`src/rtl/int_ctrl.sv`:
```
// Prioritised, memory-mapped interrupt controller: NUM_SRC sources feeding a req/ack/ret handshake to the CPU.
// Latency: src_req edge to int_req is 2 cycles. No backpressure; new requests accumulate in PENDING while serviced.
module int_ctrl #(
  parameter int                 NUM_SRC   = 4,
  parameter logic [7:0]         BASE_ADDR = 8'd236,
  parameter logic [NUM_SRC-1:0] EDGE_MASK = {NUM_SRC{1'b1}}
) (
  input  logic               clock,
  input  logic               reset,
  input  logic [7:0]         addr,
  input  logic [7:0]         w_data,
  input  logic               w_en,
  output logic               hit,
  output logic [7:0]         r_data,
  input  logic [NUM_SRC-1:0] src_req,
  output logic               int_req,
  output logic [7:0]         int_vec,
  input  logic               int_ack,
  input  logic               int_ret
);

  typedef enum logic [1:0] {
    S_IDLE    = 2'd0,
    S_REQ     = 2'd1,
    S_SERVICE = 2'd2
  } state_t;

  localparam logic [7:0] OFS_ENABLE  = 8'd0;
  localparam logic [7:0] OFS_PENDING = 8'd1;
  localparam logic [7:0] OFS_CUR_VEC = 8'd2;
  localparam logic [7:0] OFS_CTRL    = 8'd3;

  state_t state_q, state_d;

  logic [NUM_SRC-1:0] enable_q;
  logic [NUM_SRC-1:0] pending_q, pending_d;
  logic [NUM_SRC-1:0] src_prev_q;
  logic [NUM_SRC-1:0] set_vec, clr_vec, eligible;
  logic [7:0]         vec_q [NUM_SRC];
  logic               gie_q;
  logic [2:0]         cur_src_q;
  logic [7:0]         int_vec_q;
  logic               int_req_q;

  logic [8:0] addr_ext, win_lo, win_hi;
  logic [7:0] offset;
  logic       wr_hit;
  logic       in_service;

  logic       latch_en, ack_take, cur_valid, found;
  logic [2:0] winner;
  logic [7:0] winner_vec;
  logic [7:0] en_ext, pend_ext;

  // ---------------------------------------------------------------- decode
  always_comb begin
    addr_ext = {1'b0, addr};
    win_lo   = {1'b0, BASE_ADDR};
    win_hi   = win_lo + 9'(3 + NUM_SRC);
    hit      = (addr_ext >= win_lo) && (addr_ext <= win_hi);
    offset   = addr - BASE_ADDR;
    wr_hit   = w_en & hit;
  end

  assign in_service = (state_q == S_SERVICE);
  assign eligible   = pending_q & enable_q;

  // ------------------------------------------------------ fixed priority
  always_comb begin
    found      = 1'b0;
    winner     = 3'd0;
    winner_vec = 8'd0;
    for (int i = 0; i < NUM_SRC; i++) begin
      if (!found && eligible[i]) begin
        found      = 1'b1;
        winner     = 3'(i);
        winner_vec = vec_q[i];
      end
    end
  end

  // The request stays valid only while its source is still pending and enabled.
  always_comb begin
    cur_valid = 1'b0;
    for (int i = 0; i < NUM_SRC; i++) begin
      if (3'(i) == cur_src_q) begin
        cur_valid = pending_q[i] & enable_q[i];
      end
    end
  end

  // ------------------------------------------------------------------ FSM
  always_ff @(posedge clock) begin
    if (reset) begin
      state_q   <= S_IDLE;
      int_req_q <= 1'b0;
    end else begin
      state_q   <= state_d;
      int_req_q <= (state_d == S_REQ);
    end
  end

  always_comb begin
    state_d  = state_q;
    latch_en = 1'b0;
    ack_take = 1'b0;
    case (state_q)
      S_IDLE: begin
        if (gie_q && found) begin
          latch_en = 1'b1;
          state_d  = S_REQ;
        end
      end
      S_REQ: begin
        if (!(gie_q && cur_valid)) begin
          state_d = S_IDLE;
        end else if (int_ack) begin
          ack_take = 1'b1;
          state_d  = S_SERVICE;
        end
      end
      S_SERVICE: begin
        if (int_ret) begin
          state_d = S_IDLE;
        end
      end
      default: state_d = S_IDLE;
    endcase
  end

  assign int_req = int_req_q;
  assign int_vec = int_vec_q;

  // -------------------------------------------------------------- pending
  always_comb begin
    set_vec = (src_req & ~src_prev_q & EDGE_MASK) | (src_req & ~EDGE_MASK);
    clr_vec = '0;
    if (wr_hit && offset == OFS_PENDING) begin
      clr_vec = w_data[NUM_SRC-1:0];
    end
    if (ack_take) begin
      for (int i = 0; i < NUM_SRC; i++) begin
        if (3'(i) == cur_src_q) begin
          clr_vec[i] = 1'b1;
        end
      end
    end
    // Set is OR-ed in last so a coincident set beats any clear.
    pending_d = (pending_q & ~clr_vec) | set_vec;
  end

  // ------------------------------------------------------------ registers
  always_ff @(posedge clock) begin
    if (reset) begin
      enable_q   <= '0;
      pending_q  <= '0;
      src_prev_q <= '0;
      gie_q      <= 1'b0;
      cur_src_q  <= 3'd0;
      int_vec_q  <= 8'd0;
      for (int i = 0; i < NUM_SRC; i++) begin
        vec_q[i] <= 8'd0;
      end
    end else begin
      pending_q  <= pending_d;
      src_prev_q <= src_req;
      if (latch_en) begin
        cur_src_q <= winner;
        int_vec_q <= winner_vec;
      end
      if (wr_hit) begin
        if (offset == OFS_ENABLE) begin
          enable_q <= w_data[NUM_SRC-1:0];
        end
        if (offset == OFS_CTRL) begin
          gie_q <= w_data[0];
        end
        for (int i = 0; i < NUM_SRC; i++) begin
          if (offset == 8'(4 + i)) begin
            vec_q[i] <= w_data;
          end
        end
      end
    end
  end

  // ------------------------------------------------------------ read mux
  always_comb begin
    en_ext                 = 8'd0;
    pend_ext               = 8'd0;
    en_ext[NUM_SRC-1:0]    = enable_q;
    pend_ext[NUM_SRC-1:0]  = pending_q;
    r_data                 = 8'd0;
    if (hit) begin
      case (offset)
        OFS_ENABLE:  r_data = en_ext;
        OFS_PENDING: r_data = pend_ext;
        OFS_CUR_VEC: r_data = int_vec_q;
        OFS_CTRL:    r_data = {1'b0, cur_src_q, 2'b00, in_service, gie_q};
        default: begin
          for (int i = 0; i < NUM_SRC; i++) begin
            if (offset == 8'(4 + i)) begin
              r_data = vec_q[i];
            end
          end
        end
      endcase
    end
  end

endmodule

```
`config.mk`:
```
export PLATFORM = sky130hd
export DESIGN_NAME = int_ctrl
export DESIGN_NICKNAME = d
export VERILOG_FILES = /design/src/rtl/int_ctrl.sv
export SDC_FILE = /design/constraint.sdc
export NUM_CORES = 1
export LEC_CHECK = 0
export CORE_ASPECT_RATIO = 2
export CORE_MARGIN = 2
export CORE_UTILIZATION = 50
export CTS_BUF_LIST = sky130_fd_sc_hd__clkbuf_8
export DETAILED_ROUTE_END_ITERATION = 10
export PLACE_DENSITY = 0.82
export SLEW_MARGIN = 10
export SYNTH_ARGS = -nofsm -noshare
export SYNTH_HDL_FRONTEND = slang
export SYNTH_SLANG_ARGS = --single-unit
```
`constraint.sdc`:
```
create_clock -name clock -period 5.71 [get_ports clock]
set_clock_uncertainty 0.15 [all_clocks]
set_input_delay 1.142 -clock clock [delete_from_list [all_inputs] [get_ports clock]]
set_output_delay 1.142 -clock clock [all_outputs]
set_load 0.02 [all_outputs]
```
==> Word-level counts from Yosys, hierarchy flattened <==
Memory sizes are Yosys's and may differ from the RTL's.
Cells that the tools add are included.
{ "word_totals": {"ff_bits": 27, "ram_bits": 32, "in_bits": 25, "output_inout_bits": 18, "n_memories": 1} }
{ "op_classes": {"add_sub_neg": 1, "order_cmp": 2, "n_eq_ne": 13, "muxes": 59, "n_bitwise": 15, "reduce_logical": 15} }
{ "memory_table": {"columns": ["name", "depth", "width", "read_ports", "rd_clocked_by_memory_dff", "wr", "line_no", "source"], "rows": [
  ["vec_q", 4, 8, 4, 0, 4, "39", "logic [7:0] vec_q [NUM_SRC];"]
]} }
{ "ops": {"columns": ["op", "n"], "rows": [
  ["two-way mux 8 bit", 13],
  ["two-way mux 1 bit", 36],
  ["equality test 8 x 3 -> 1 bit, second input constant", 4],
  ["case mux 8 bit (4 select lines)", 1],
  ["equality test 8 x 2 -> 1 bit, second input constant", 2],
  ["bitwise AND 4 bit", 3],
  ["equality test 8 x 1 -> 1 bit, second input constant", 1],
  ["greater-or-equal comparator 8 bit, second input constant", 1],
  ["less-or-equal comparator 8 bit, second input constant", 1],
  ["logical NOT 8 bit", 1],
  ["two-way mux 2 bit", 4],
  ["two-way mux 4 bit", 2],
  ["NOT 4 bit", 2],
  ["subtractor 8 bit, second input constant", 1],
  ["logical AND 1 bit", 7],
  ["equality test 2 x 3 -> 1 bit, first input constant", 2],
  ["two-way mux 3 bit", 2],
  ["case mux 2 bit (3 select lines)", 1],
  ["bitwise AND 1 bit", 5],
  ["equality test 2 x 1 -> 1 bit, second input constant", 2],
  ["OR 1 bit", 4],
  ["OR 4 bit", 1],
  ["AND reduction 2 bit", 2],
  ["equality test 1 x 3 -> 1 bit, first input constant", 1],
  ["other kinds (4)", 6]
]} }

==> Depth between registers and ports, before layout <==
Gate-level depths: netlist of the first run.
{ "logic_depth": {"ltp_word": 15, "mapped_depth": 5, "ltp_nobuf": 4} }

==> Worst setup path after synthesis of the first run <==
No wires, ideal clock.
{ "synth_path": {"path_type": "input port to output port", "from": "input addr[1]", "to": "output r_data[1]", "arrival_ns": 2.264, "setup_slack_ns": 2.154, "cell_stages": 4, "path_buffers": 2, "path_cell_list": "buf_2 clkbuf_1 a222oi_1 o21ai_0"} }
{ "synth_via": {"elab_chain_cells": 8, "word_cells_on_any_way": 18, "classes_between": "1 x add/sub; 2 x order compare; 7 x eq/ne; 6 x mux; 2 x reduce/logical"} }
{ "synth_rtl": {"columns": ["element", "line_no", "source"], "rows": [
  ["start: declaration", "10", "input logic [7:0] addr,"],
  ["subtractor 8 bit", "61", "offset = addr - BASE_ADDR;"],
  ["equality test 8 x 3 -> 1 bit", "202", "if (offset == 8'(4 + i)) begin"],
  ["two-way mux 8 bit (4 in a row)", "202", null],
  ["case mux 8 bit (4 select lines)", "195", "case (offset)"],
  ["two-way mux 8 bit *", "194", "if (hit) begin"],
  ["end: declaration", "14", "output logic [7:0] r_data,"]
]} }
Mark *: on every way between the ends. The rest lies on a longest branch, timed or not.

==> Worst setup path in the final report of the first run <==
{ "layout_path": {"from": "input addr[0]", "to": "output r_data[2]"} }
Same word-level chain as after synthesis.

==> results of run 1 <==
[synth_stat cells (8+ instances only)]
library cell	n
nand2_1	23
edfxtp_1	32
a31oi_1	8
and2_1	34
mux2i_1	9
a222oi_1	17
nor2b_1	12
nor2_1	14
dfxtp_1	26
o21ai_0	15
mux2_2	8
[final timing paths]
| kind | cells after the start | endpoint |
|---|---|---|
| hold reg to reg | 2 | pending_q[0] |
| setup reg to reg | 5 | int_vec[6] |
| hold / removal | 2 | pending_q[0] |
| setup / recovery | 6 | r_data[2] |
[logic make-up after synthesis]
family | synth area share
AO/OA/AOI/OAI | 0.159
buffers and inverters | 0.0264
flip-flops | 0.504
multiplexers | 0.0844
AND/OR/NAND/NOR | 0.225
[placed cells by master, fill, tap and decap left out, drive strengths merged, types with 4 or more instances in the layout]
cell           Yosys  layout
dfxtp             26      26
clkinv             0       5
clkbuf             4       9
a222oi            17      17
nand3              7       7
a31oi              8       8
buf                8       6
nor2              17      17
inv                5       7
clkdlybuf4s50      0      42
o22ai              4       4
nor2b             12      12
mux2               8       8
mux2i              9       9
nor3b              4       4
and2              34      34
edfxtp            32      32
o21ai             15      15
nand2             23      23
nand4              8       8
[registers in the layout, summed over array words and instances (netlist names)]
register / cells
cur_src_q: 2
enable_q: 4
gie_q: 1
int_req: 1
int_vec: 8
pending_q: 4
src_prev_q: 4
state_q: 2
vec_q: 32
[layout make-up]
class                   count  share of cell area
flip-flops and latches     58               0.415
multi-input cells         191               0.386
repair buffers             48               0.130
clock buffers               9              0.0347
well taps                  61              0.0214
clock inverters             7             0.00840
inverters                   5             0.00525
[power by group through the flow]
| stage | Sequential, W | Combinational [W] | Clock [W] |
|---|---|---|---|
| final | 0.000468 | 0.0000732 | 0.000309 |
| after global routing | 0.000469 | 0.0000780 | 0.000331 |
| after CTS | 0.000468 | 0.0000731 | 0.000311 |
| after detailed placement | 0.000476 | 0.0000728 | 0 |
| after global placement | 0.000475 | 0.0000706 | 0 |
| after floorplan | 0.000471 | 0.0000388 | 0 |
[worst min-delay path, cell delays in order (launching register included)]
cell	delay, ps
dfxtp_1	300
inv_1	50
a22o_1	110
[metal layers]
| metal | track usage | up-vias | share of wire | wire [um] |
|---|---|---|---|---|
| met4 | 0.186 | 0 | 0.041 | 320 |
| li1 | - | 1119 | - | - |
| met1 | 0.258 | 1175 | 0.35 | 2790 |
| met5 | 0 | - | 0 | 0 |
| met3 | 0.0714 | 30 | 0.058 | 460 |
| met2 | 0.441 | 111 | 0.55 | 4330 |
[per-stage QoR]
| step | util | cells | area, sq um |
|---|---|---|---|
| 6_report | 0.626 | 379 | 3570 |
| 5_1_grt | 0.626 | 379 | 3570 |
| 4_1_cts | 0.626 | 379 | 3570 |
| 3_5_place_dp | 0.599 | 363 | 3420 |
| 3_3_place_gp | 0.599 | 363 | 3420 |
| 2_1_floorplan | - | 266 | 2940 |
==> run metrics, run 1 <==
outcome complete, no violations; Post-synth EDFFs 32; Avg Synthesized Cell Area 11.0 sq um; Net Count, Synth about 290; max_slew headroom 0.520; Via Count 2,435; Buf/Inv on CP 3; Yosys cell types 41; Multi-input gate area about 0.0014 sq mm; area leader, netlist edfxtp_1; # nets final between 300 and 400; drt drc 0; max cap viols 0; layout cells sized above 1 0.126; Netlist Area Pre-Place roughly 0.0029 sq mm; Syn-to-layout area delta 21.7%; Clock Power Share 0.364; sequential power share 0.550; Slew Limit Fails 0; initial DRC count 268; Starting Density 0.514; largest cells by area after synthesis edfxtp_1, dfxtp_1, and2_1; setup tns final 0 ps; RSZ-0062 raised after global routing false; asr flop ratio synth 0; GR Overflow Total 0; R2R Setup Slk between 3000 and 4000 ps; delay-heaviest family, CP buffers and inverters; HPWL Detailed 5790 um; switching part of the total 0.247; Post-Route WL 7900 um; Max rail drop VDD 0.227 mV; Worst Max-Slew Pin Slew 719 ps; WP data arrival 3620 ps; Leak 1.26 nW; initial antenna violation count 0; GRT Overall Usage 0.259; FF/Latch Area 0.00148 sq mm; crit share post-route 0.861; CTS tree built; Worst Setup Start Kind primary input; root buf cell clkbuf_8; Seq/Total Area, Yosys 0.504; core region area 0.00571 sq mm; HP Class reg -> reg; Worst-Skew Late Latency 360 ps; DIE AREA approximately 0.0065 sq mm; final setup margin 795 ps; Die W between 50 and 60 um; Cell Int Power ~0.00064 W; total of fill cells in the finished design 487; clk slew on worst S/H paths roughly 70 ps; CTS Buffer Depth 2; Yosys reg bits 58; critical path's largest stage delay 780 ps; RR Startpoint gie_q; final antenna-violating net count 0; most frequent CP cell clkdlybuf4s50_1; pwr dens 238 mW/mm^2; largest net degree at the start of global routing 19; Num CTS Buffers 9; port buffer count 42; sw power between 0.0002 and 0.00025 W; first-pass GRT wire length 12,400 um; crit path time final 4920 ps; Combinational Power Share 0.086; FP Rows 39; 1st-pass router iterations 8; I/O Pins 43; final hold violation count 0; Design Power 0.000851 W; total clock sinks between 50 and 60; Slowest-stage cell, CP clkdlybuf4s50_1; top_reg_cell synth edfxtp_1; Yosys top cell area share 0.327; Die Ht 112 um; Post-Syn Instances 266; critical path fanouts, max 13; Setup CP Type in -> out; setup slack at placement ~820 ps; critical-path cell list clkdlybuf4s50_1 > buf_4 > mux2_2 > a222oi_1 > o22ai_1 > clkdlybuf4s50_1; Ys Warns 0; CTS Hold Bufs 0; Ant. Diodes 0; Post CTS Setup Buffer Count 0; drt wl/cell 20.8 um; Setup-failing EPs final 0; Worst Setup SP addr[0]; Fin Hold WS about 340 ps; CP endpoint kind primary output; Critical Path RT 4420 ps; Hold Startpoint src_prev_q[0]; DR vias/cell between 6 and 7; H-Tree Depth 3; post_cts resized 0; Max Freq 203 MHz; vias in the first global route 2,545; gpl congestion 0.926
Note: power is estimated with default switching activity, not from simulation.
==> run 2, diff against run 1 <==
--- a/config.mk
+++ b/config.mk
@@ -6,8 +6,9 @@
 export NUM_CORES = 1
 export LEC_CHECK = 0
+export ABC_CLOCK_PERIOD_IN_PS = 5710
 export CORE_ASPECT_RATIO = 2
 export CORE_MARGIN = 2
 export CORE_UTILIZATION = 50
-export CTS_BUF_LIST = sky130_fd_sc_hd__clkbuf_8
+export CTS_BUF_LIST = sky130_fd_sc_hd__clkbuf_2
 export DETAILED_ROUTE_END_ITERATION = 10
 export PLACE_DENSITY = 0.82
--- a/constraint.sdc
+++ b/constraint.sdc
@@ -3,3 +3,3 @@
 set_input_delay 1.142 -clock clock [delete_from_list [all_inputs] [get_ports clock]]
 set_output_delay 1.142 -clock clock [all_outputs]
-set_load 0.02 [all_outputs]
+set_load 0.1 [all_outputs]
==> run 2 against run 1 <==
Effect of this change: wire length decreased by 5.1%; critical path type unchanged; largest power group unchanged; clock power fell by 36%; register-to-register slack about the same; critical path depth is the same; critical endpoint is now r_data[7]; hold slack gained 15 ps; setup slack better by 340 ps; flip-flop and latch count is the same; non-clock buffer count did not move.
==> run metrics, run 2 (synthesized netlist as in run 1, its figures left out) <==
1st-pass router iterations 6 (-2); final antenna-violating net count 0 (unchanged); Slew Limit Fails 0 (unchanged); Combinational Power Share 0.104 (+0.018); Starting Density 0.514 (unchanged); Critical Path RT 4420 ps (about the same); setup tns final 0 ps (unchanged); drt drc 0 (unchanged); critical path fanouts, max 13 (unchanged); outcome complete, no violations; switching part of the total 0.262 (+0.0142); most common cell after layout, fill and taps aside and2_1; FP Rows 39 (unchanged); max FFs per register 32 (unchanged); sequential power share 0.631 (+0.081); Cell Int Power 0.000548 W (-14%); H-Tree Depth 3 (unchanged); Worst Setup Start Kind primary input; most frequent cells in the layout and2_1, clkdlybuf4s50_1, edfxtp_1; total clock sinks 58 (unchanged); total of fill cells in the finished design 470 (-3.5%); vias in the first global route 2,400 (-5.7%); RSZ-0062 raised after global routing false; HP Class reg -> reg; root buf cell clkbuf_2; Worst Max-Slew Pin Slew 981 ps (+262 ps); Max Freq 219 MHz (+7.5%); Ant. Diodes 0 (unchanged); crit share post-route 0.801 (-0.0598); WP data arrival 3280 ps (-340 ps); HPWL Detailed 5730 um (-1.1%); Clock Power Share 0.266 (-0.098); core region area 0.00571 sq mm (unchanged); Worst-Skew Late Latency 490 ps (+130 ps); Leak 1.27 nW (+0.63%); CP endpoint kind primary output; Num CTS Buffers 9 (unchanged); sw power 0.000194 W (-7.8%); layout cells sized above 1 0.157 (+0.0314); Reg with most FFs vec_q; Via Count 2,381 (-2.2%); CTS tree built; Syn-to-layout area delta 21.7% (unchanged); crit path time final 4570 ps (-341 ps); Die W 58.2 um (unchanged); Max rail drop VDD 0.201 mV (-11%); Setup-failing EPs final 0 (unchanged); Fin Hold WS 353 ps (+15.3 ps); max cap viols 0 (unchanged); Setup CP Type in -> out; initial DRC count 208 (-22%); DIE AREA 0.00654 sq mm (unchanged); post_cts resized 0 (unchanged); Post CTS Setup Buffer Count 0 (unchanged); port buffer count 42 (unchanged); CTS Buffer Depth 2 (unchanged); first-pass GRT wire length 12,000 um (-3.7%); Post-Route WL 7490 um (-5.1%); initial antenna violation count 0 (unchanged); non-filler cells, final 379 (unchanged); final setup margin 1140 ps (+341 ps); GRT Overall Usage 0.249 (-0.00971); max_slew headroom 0.344 (-0.176); setup slack at placement 1150 ps (+334 ps); pwr dens 208 mW/mm^2 (-13%); Die Ht 112 um (unchanged); gpl congestion 0.931 (+0.48%); CTS Hold Bufs 0 (unchanged); GR Overflow Total 0 (unchanged); largest net degree at the start of global routing 22 (+3); clk slew on worst S/H paths 140 ps (+70 ps); # nets final 338 (unchanged); final hold violation count 0 (unchanged); I/O Pins 43 (unchanged); Placed Cells 363 (unchanged); drt wl/cell 19.8 um (-5.1%); DR vias/cell 6.28 (-2.2%)
run 2: cell types whose count changed in the layout (fill, tap and decap cells not counted), sizes merged:
cell	previous run	this run
buf	6	15
clkbuf	9	11
clkdlybuf4s50	42	33
inv	7	5
run 2: worst paths after layout:
check | start | endpoint | slack, ps | cells after the start
hold reg to reg | src_prev_q[0] | pending_q[0] | 350 | 2
setup / recovery | addr[0] | r_data[7] | 1140 | 6
setup reg to reg | gie_q | int_vec[3] | 3540 | 5
hold / removal | src_prev_q[0] | pending_q[0] | 350 | 2
run 2: power groups by stage:
stage | logic, W | clock network [W] | registers (W)
3_5_place_dp | 0.0000766 | 0 | 0.000476
2_1_floorplan | 0.0000418 | 0 | 0.000471
6_report | 0.0000769 | 0.000197 | 0.000468
3_3_place_gp | 0.0000749 | 0 | 0.000475
4_1_cts | 0.0000769 | 0.000200 | 0.000467
5_1_grt | 0.0000823 | 0.000217 | 0.000469
run 2: layout make-up:
class / instances / area [sq um] / share of cell area
flip-flops and latches: 58 / 1480 / 0.415
multi-input cells: 191 / 1380 / 0.386
repair buffers: 48 / 543 / 0.152
well taps: 61 / 76.3 / 0.0214
clock buffers: 11 / 55.1 / 0.0154
clock inverters: 5 / 21.3 / 0.00595
inverters: 5 / 18.8 / 0.00525
run 2: routing by layer:
layer / routed length, um / GRT usage / vias up
li1: - / - / 1122
met1: 2670 / 0.250 / 1132
met2: 4160 / 0.439 / 104
met3: 347 / 0.0565 / 23
met4: 322 / 0.163 / 0
met5: 0 / 0 / -
run 2: metrics by stage:
step / area [sq um] / power [W] / util
CTS: 3570 / 0.000744 / 0.626
floorplan: 2940 / 0.000513 / -
global route: 3570 / 0.000767 / 0.626
finish: 3570 / 0.000742 / 0.626
global placement: 3500 / 0.000550 / 0.613
detailed placement: 3500 / 0.000553 / 0.613
run 2: worst max-delay path: stages:
cell	delay, ps
clkdlybuf4s50_1	730
buf_4	320
mux2_2	370
a222oi_1	260
o21ai_0	230
buf_12	230
==> run 3, diff against run 2 <==
ABC_CLOCK_PERIOD_IN_PS = 4760   (was 5710)
clock period = 4.76 ns   (was 5.71 ns; I/O delays follow)
==> run 3 against run 2 <==
Effect of this change: combinational power increased by 21%; via count increased by 2.6%; die area unchanged; cell count increased by 0.53%; register-to-register slack got worse by 1000 ps; clock-buffer cell count decreased by 2; critical path depth unchanged; sequential share of layout area decreased by 1.1 points; non-clock buffer count increased by 1; sequential power increased by 20%; design area increased by 2.7%; total power increased by 46%; largest cell class unchanged; largest power group unchanged; highest routed layer unchanged.
==> run metrics, run 3 (synthesized netlist as in run 1, its figures left out) <==
outcome complete, no violations; Critical R2R Capture int_vec[3]; final hold violation count 0 (unchanged); I/O Pins 43 (unchanged); Post-Layout Inst Area 0.00367 sq mm (+2.7%); CTS tree built; fin util 0.643 (+0.0169); CP endpoint kind primary output; setup tns final 0 ps (unchanged); HPWL Detailed 5720 um (-0.20%); 1st-pass router iterations 8 (+2); most common cell after layout, fill and taps aside and2_1; Critical Path RT 3660 ps (-760 ps); Hold Startpoint src_prev_q[0]; layout cells sized above 1 0.169 (+0.0120); worst reg2reg path depth 5 (unchanged); Worst Max-Slew Pin Slew 998 ps (+17.0 ps); most frequent cells in the layout and2_1, clkdlybuf4s50_1, edfxtp_1; max FFs per register 32 (unchanged); clk slew on worst S/H paths 160 ps (+20 ps); H-Tree Depth 3 (unchanged); first-pass GRT wire length 12,200 um (+2.0%); Setup-failing EPs final 0 (unchanged); CTS Buffer Depth 2 (unchanged); grt met2 use 0.439 (+0.000758); pwr dens 295 mW/mm^2 (+42%); initial DRC count 212 (+1.9%); total clock sinks 58 (unchanged); vias in the first global route 2,465 (+2.7%); drt drc 0 (unchanged); Starting Density 0.514 (unchanged); Via Count 2,444 (+2.6%); critical path fanouts, max 10 (-3); crit share post-route 0.872; port buffer count 42 (unchanged); WP data arrival 3050 ps (-230 ps); FP Rows 39 (unchanged); Reg with most FFs vec_q; grt peak-use layer met2; Fin Hold WS 369 ps (+16.1 ps); root buf cell clkbuf_2; gpl congestion 0.898 (-3.5%); initial antenna violation count 1 (+1); Combinational Power Share 0.086 (-0.018); Syn-to-layout area delta 25.0%; hold depth 2 (unchanged); Max rail drop VDD 0.297 mV (+48%); Die Ht 112 um (unchanged); largest net degree at the start of global routing 21 (-4.5%); Design Power 0.00108 W (+46%); crit path time final 4150 ps; RSZ-0062 raised after global routing false; Die W 58.2 um (unchanged); GRT Overall Usage 0.253 (+0.00381); Worst-Skew Late Latency 540 ps (+50 ps); Slew Limit Fails 0 (unchanged); GR Overflow Total 0 (unchanged); Leak 1.30 nW (+2.4%); Cell Int Power 0.000816 W (+49%); Worst Hold End pending_q[0]; total of fill cells in the finished design 477 (+1.5%); drt wl/cell 20.5 um (+3.9%); DIE AREA 0.00654 sq mm (unchanged); Post CTS Setup Buffer Count 0 (unchanged); Num CTS Buffers 9 (unchanged); Max Freq about 240 MHz; CTS Hold Bufs 0 (unchanged); Setup CP Type in -> out; # nets final 339 (+0.30%); Clock Power Share 0.395 (+0.129); R2R Setup Slk 2510 ps (-1030 ps); HP Class reg -> reg; Placement Cell Area 0.00350 sq mm (+0.21%); DR vias/cell 6.41 (+2.1%); switching part of the total 0.246 (-0.0154); Worst Setup Start Kind primary input; max_slew headroom 0.332 (-0.0114); GR Layer Usage met1 0.262 (+0.0116); core region area 0.00571 sq mm (unchanged); RR Startpoint gie_q; Post-Route WL 7820 um (+4.4%); GR Util met3 0.0449 (-0.0115); final antenna-violating net count 0 (unchanged); sequential power share 0.519 (-0.112); post_cts resized 0 (unchanged); sw power 0.000266 W (+37%); max cap viols 0 (unchanged)
## run 3: cell types whose count changed in the layout (fill, tap and decap cells not counted)
cell        change
o21ai_0         -3
clkinv_2        -1
clkinvlp_4      +3
diode_2         +1
bufinv_16       +3
buf_4           +1
clkbuf_2        -2
clkinv_1        -3
o21ai_1         +3
## run 3: metrics by stage
step / std cells / setup slack (ps)
2_1_floorplan: 266 / 62.8
3_3_place_gp: 364 / 654
3_5_place_dp: 364 / 630
4_1_cts: 380 / 622
5_1_grt: 381 / 533
6_report: 381 / 608
## run 3: critical path: stages
cell and delay (ps):
clkdlybuf4s50_1 760, buf_4 290, mux2_2 350, a222oi_1 270, o21ai_0 200, buf_12 220
## run 3: worst max-delay path by stage
stage	startpoint	endpoint	cells past startpoint
2_1_floorplan	addr[2]	r_data[0]	3
3_3_place_gp	addr[0]	r_data[0]	6
3_5_place_dp	addr[0]	r_data[0]	6
4_1_cts	addr[0]	r_data[0]	6
5_1_grt	addr[0]	r_data[0]	6
6_report	addr[0]	r_data[0]	6
## run 3: area by class of cell
class / instances / area [sq um] / share of cell area
clock inverter: 7 / 118 / 0.0320
tap: 61 / 76.3 / 0.0208
timing repair buffer: 49 / 551 / 0.150
multi-input combinational: 191 / 1380 / 0.375
inverter: 5 / 18.8 / 0.00511
antenna: 1 / 2.50 / 0.000682
clock buffer: 9 / 45.0 / 0.0123
sequential: 58 / 1480 / 0.404
## run 3: per-layer routing
metal	vias up	wire, um
met5	-	0
met4	0	418
met3	39	441
met2	125	4240
met1	1152	2730
li1	1128	-
## run 3: power by group through the flow
stage	Combinational (W)	Sequential, W	Clock (W)
final	0.0000931	0.000561	0.000428
after global routing	0.0000989	0.000563	0.000449
after CTS	0.0000927	0.000560	0.000424
after detailed placement	0.0000923	0.000571	0
after global placement	0.0000906	0.000570	0
after floorplan	0.0000503	0.000565	0
